### config.mk
export PLATFORM = sky130hd
export DESIGN_NAME = bpu_update_ctrl
export DESIGN_NICKNAME = d
export VERILOG_FILES = /design/src/rtl/bpu_update_ctrl.sv
export SDC_FILE = /design/constraint.sdc
export NUM_CORES = 1
export LEC_CHECK = 0
export ABC_AREA = 1
export CORE_ASPECT_RATIO = 1.75
export CORE_MARGIN = 10
export CORE_UTILIZATION = 50
export DETAILED_ROUTE_END_ITERATION = 8
export PLACE_DENSITY = 0.7
export SETUP_SLACK_MARGIN = 0.3
export SYNTH_ARGS = -nofsm -noshare
export SYNTH_HDL_FRONTEND = slang
export SYNTH_SLANG_ARGS = --single-unit
### constraint.sdc
create_clock -name clk -period 23.8 [get_ports clk]
set_input_delay 5.95 -clock clk [delete_from_list [all_inputs] [get_ports clk]]
set_output_delay 5.95 -clock clk [all_outputs]
set_load 0.1 [all_outputs]
### src/rtl/bpu_update_ctrl.sv
// Branch predictor training sequencer: mispredict redirect, buffered BTB update
// writes, and a full BTB invalidate sweep with RAS clear on flush request.
module bpu_update_ctrl #(
    parameter int DEPTH   = 4,
    parameter int ENTRIES = 64,
    parameter int IDXW    = $clog2(ENTRIES)
) (
    input  logic            clk,
    input  logic            rst,
    input  logic            ex_valid,
    output logic            ex_ready,
    input  logic [31:0]     ex_pc,
    input  logic [2:0]      ex_type,
    input  logic            ex_taken,
    input  logic [31:0]     ex_target,
    input  logic            ex_pred_hit,
    input  logic            ex_pred_taken,
    input  logic [31:0]     ex_pred_pc,
    output logic            redirect,
    output logic [31:0]     redirect_pc,
    output logic            btb_we,
    input  logic            btb_wready,
    output logic [31:0]     btb_wpc,
    output logic [2:0]      btb_wtype,
    output logic            btb_wtaken,
    output logic [31:0]     btb_wtarget,
    output logic            btb_winv,
    output logic            btb_inv_all,
    output logic [IDXW-1:0] btb_inv_idx,
    output logic            ras_clr,
    input  logic            flush_req,
    output logic            flush_done
);
    localparam int PW = $clog2(DEPTH);

    typedef struct packed {
        logic [31:0] pc;
        logic [2:0]  typ;
        logic        taken;
        logic [31:0] target;
        logic        inv;
    } upd_t;

    typedef enum logic [1:0] {IDLE, CLR, SWEEP, DONE} state_t;

    state_t          state;
    logic [IDXW-1:0] idx;
    upd_t            fifo_q [DEPTH];
    logic [PW:0]     wr_ptr, rd_ptr;
    logic            empty, full, accepted, mispredict, do_enq, pop;
    logic [31:0]     pc_plus4, pred_next, actual_next;
    upd_t            enq_entry, head;

    assign empty = (wr_ptr == rd_ptr);
    assign full  = (wr_ptr[PW] != rd_ptr[PW]) && (wr_ptr[PW-1:0] == rd_ptr[PW-1:0]);

    assign ex_ready = !full && (state == IDLE);
    assign accepted = ex_valid && ex_ready;

    // A not-taken-predicted conditional branch falls through even on a BTB hit
    assign pc_plus4    = ex_pc + 32'd4;
    assign pred_next   = (ex_pred_hit && (ex_type != 3'b001 || ex_pred_taken)) ? ex_pred_pc : pc_plus4;
    assign actual_next = ex_taken ? ex_target : pc_plus4;
    assign mispredict  = accepted && (pred_next != actual_next);

    // A hit on a non-branch is an alias; it is queued as an invalidate
    assign do_enq = accepted && !flush_req && (ex_type != 3'b000 || ex_pred_hit);
    always_comb begin
        enq_entry = '0;
        enq_entry.pc = ex_pc;
        if (ex_type != 3'b000) begin
            enq_entry.typ    = ex_type;
            enq_entry.taken  = ex_taken;
            enq_entry.target = ex_target;
        end else begin
            enq_entry.inv = 1'b1;
        end
    end

    assign head   = fifo_q[rd_ptr[PW-1:0]];
    assign btb_we = !empty && (state == IDLE);
    assign pop    = btb_we && btb_wready;

    assign btb_wpc     = btb_we ? head.pc     : '0;
    assign btb_wtype   = btb_we ? head.typ    : '0;
    assign btb_wtaken  = btb_we && head.taken;
    assign btb_wtarget = btb_we ? head.target : '0;
    assign btb_winv    = btb_we && head.inv;

    always_ff @(posedge clk or posedge rst) begin
        if (rst) begin
            wr_ptr <= '0;
            rd_ptr <= '0;
            for (int i = 0; i < DEPTH; i++) fifo_q[i] <= '0;
        end else if (state == IDLE && flush_req) begin
            wr_ptr <= '0;
            rd_ptr <= '0;
        end else begin
            if (do_enq) begin
                fifo_q[wr_ptr[PW-1:0]] <= enq_entry;
                wr_ptr <= wr_ptr + 1'b1;
            end
            if (pop) rd_ptr <= rd_ptr + 1'b1;
        end
    end

    always_ff @(posedge clk or posedge rst) begin
        if (rst) begin
            redirect    <= 1'b0;
            redirect_pc <= '0;
        end else begin
            redirect <= mispredict;
            if (mispredict) redirect_pc <= actual_next;
        end
    end

    always_ff @(posedge clk or posedge rst) begin
        if (rst) begin
            state <= IDLE;
            idx   <= '0;
        end else begin
            case (state)
                IDLE:  if (flush_req) state <= CLR;
                CLR: begin
                    idx   <= '0;
                    state <= SWEEP;
                end
                SWEEP: if (btb_wready) begin
                    if (idx == IDXW'(ENTRIES - 1)) state <= DONE;
                    else idx <= idx + 1'b1;
                end
                DONE: begin
                    idx   <= '0;
                    state <= IDLE;
                end
                default: state <= IDLE;
            endcase
        end
    end

    // Sweep-side outputs decode straight from the state register
    assign ras_clr     = (state == CLR);
    assign btb_inv_all = (state == SWEEP);
    assign btb_inv_idx = btb_inv_all ? idx : '0;
    assign flush_done  = (state == DONE);
endmodule

==> flow_metrics.tcl <==
set metrics [dict create \
    clock_skew_ns 0.0262 \
    cp.required_ns 17.85 \
    synth_area_leader_cell "dfrtp_1" \
    async_flop_share_pct 100 \
    post_cts_resized 0 \
    final_area_sq_um 21100 \
    die_y_um 269 \
    worstHoldPathType "flop to flop" \
    dp_slack_ns 13.61 \
    yosys_warnings 0 \
    rows 91 \
    power.static_leakage_nw 10.4 \
    synth_top_family_by_area "simple AND/OR/NAND/NOR gates" \
    finalPower_mw 2.92 \
    synth_common_cells "nand2_1, o21ai_0, dfrtp_1, nor2_1, inv_1" \
    area_growth_pct 19.2 \
    outcome "complete, no violations" \
    vias_per_cell 5.42 \
    synth_area_per_cell_sq_um 6.95 \
    worstPathArrival_ns 4.31 \
    synth-main-ff-cell "dfrtp_1" \
    startpoint_type "flop" \
    hold_violations 0 \
    fmax_ghz 0.0975 \
    worst_slack_ns 13.54 \
    hold_slack_ns 0.474 \
    syn_area_sq_um 17700 \
    r2r_end "fifo_q[102]" \
    crit_start "rd_ptr[1]" \
    io_buffers 219 \
    first_global_vias 16717 \
    place_area_sq_um 20100 \
    layoutNonFillerInstCount 3169 \
    core_sq_um 35200 \
    internal-power_mw 1.42 \
    num_io_pins 220 \
    yosys.area.top_type_share_pct 45.6 \
    worst_slew_pin_slew_ns 1.30 \
    clk_latency_ns 0.59 \
    grt_max_degree 105 \
    synth_mux_area_share_pct 0 \
    post-route-period-util_pct 43.1 \
    vdd_drop_max_v 0.000131 \
    grt_util_all_layers_pct 26.3 \
    postRouteAntennaNets 0 \
    synth-seq-area-share_pct 45.6 \
    rsz0062_at_grt "no" \
    routedWlPerCell_um 18.6 \
    first_iter_violations 1174 \
    r2r-start "rd_ptr[1]" \
    synth_compound_area_share_pct 14.4 \
    crit_path_end_kind "output port" \
    start_util_pct 50.4 \
    yosysMostFrequentCell "nand2_1" \
    ys_seq_elements 323 \
    grt_pass1_wl_um 92800 \
    switching_share_pct 51.2 \
    first_pass_iters 7 \
    cts_hold_buffers 0 \
    synth_fa_ha_area_share_pct 0.846 \
    synth_area_leaders "dfrtp_1, nand2_1, o21ai_0" \
    power_frac_comb_pct 51.9 \
    die_w_um 162 \
    setup_viol 0 \
    synth_edf_count 0 \
    clk_pin_slew_ns 0.06 \
    max_slew_margin_pct 12.6 \
    crit_type "flop to output port" \
    tritoncts "built" \
    power.switching_mw 1.49 \
    globalplace.congestion 0.918 \
    drive_gt1_share_pct 4.81 \
    fillCellCount 3337 \
    r2r_setup_slack_ns 19.58 \
    synth-simple-area-share_pct 31.0 \
    dp.cells 3110 \
    die_area_sq_um 43700 \
    cts.sinks 323 \
    postCtsSetupBuffers 0 \
    cts-htree-levels 1 \
    r2r_cells 11 \
    gr-total-overflow 0 \
    clockBufferDepth 3 \
    post-route-min-period_ns 10.26 \
    cp_max_fo 45 \
    routed_wl_um 58900 \
    fin_tns_setup_ns 0 \
    p_seq_share_pct 31.1 \
    cts_buffers 30 \
    clock_power_share_pct 17.0 \
    synthCells 2551 \
    yosys.area_share.xor_xnor_pct 0.642 \
    whs_path_depth 2 \
    cap_viol_max_count 0 \
    synth_nets 2670 \
    route.vias.total 17173 \
    slew_violations 0 \
    layout.nets 2796 \
    drc_errors 0 \
    worst_hold_startpoint "fifo_q[213]" \
    clockRootBuffer "clkbuf_16" \
    dpl.hpwl_um 41400 \
    powerDensity_nw_per_um2 138 \
    postLayoutCoreUtil_pct 60.1 \
    min_to "fifo_q[213]" \
    antenna_found_initial 4 \
    synth.distinct_cells 32 \
]
-- layer usage --
layer	wire, um	vias to the layer above	track usage [%]
met5	0	-	0
met4	2410	0	11.8
met3	3270	119	3.28
met2	30200	565	45.4
met1	23000	8125	31.7
li1	-	8364	-
-- layout make-up --
cell class	count	area (sq um)	share of cell area, %
multi-input cells	1882	8350	39.5
flip-flops and latches	323	8090	38.3
repair buffers	237	2320	11.0
clock buffers	43	880	4.16
inverters	203	769	3.64
well taps	465	582	2.75
clock inverters	13	136	0.645
diodes	3	7.51	0.0355
-- worst max-delay path, cell delays in order (launching register included) --
cell and delay (ns):
dfrtp_4 0.68, xor2_1 0.23, a21oi_1 0.20, nand2_1 0.09
nand2_2 0.53, buf_4 0.67, a21oi_1 0.22, clkdlybuf4s50_1 1.03
-- cell families (layout without fill, tap and decap cells) --
logic type,after synthesis,in the layout
simple gates,1363,1363
compound gates,494,494
buf+inv,346,496
flops,323,323
xor+xnor,13,13
fa+ha+maj,12,12
other cells,0,3
-- sequential cells by signal, indices dropped and copies added (netlist names) --
signal,flops
fifo_q,276
redirect_pc,32
idx,6
rd_ptr,3
wr_ptr,3
state,2
redirect,1
-- power groups by stage --
| stage | combinational (mW) | sequential, mW | clock (mW) |
|---|---|---|---|
| 5_1_grt | 1.63 | 0.930 | 0.526 |
| 3_3_place_gp | 1.50 | 0.904 | 0 |
| 3_5_place_dp | 1.51 | 0.911 | 0 |
| 6_report | 1.51 | 0.906 | 0.496 |
| 4_1_cts | 1.52 | 0.904 | 0.502 |
| 2_1_floorplan | 0.990 | 1.04 | 0 |
-- worst max-delay path by stage --
stage / to / cells after the start / slack, ns
after CTS: btb_wtarget[31] / 7 / 13.54
after floorplan: fifo_q[0] / 1 / 8.91
final: btb_wtarget[25] / 7 / 13.54
after global placement: fifo_q[101] / 10 / 13.71
after detailed placement: fifo_q[102] / 10 / 13.61
after global routing: btb_wtarget[31] / 7 / 13.39
-- layout by cell type (no fill, tap or decap), types with 7 or more instances in the layout --
cell type / instances
clkbuf_8: 8
or2_2: 20
dfrtp_1: 321
clkinv_2: 7
xor2_1: 9
buf_4: 18
inv_2: 8
nand3_1: 149
ha_1: 12
inv_1: 192
nand2_2: 10
nand2_1: 914
clkdlybuf4s50_1: 218
a21oi_1: 113
nor2_1: 238
o21ai_0: 342
o211ai_1: 32
clkbuf_16: 30
No activity file was read; power rests on OpenSTA's default activity.
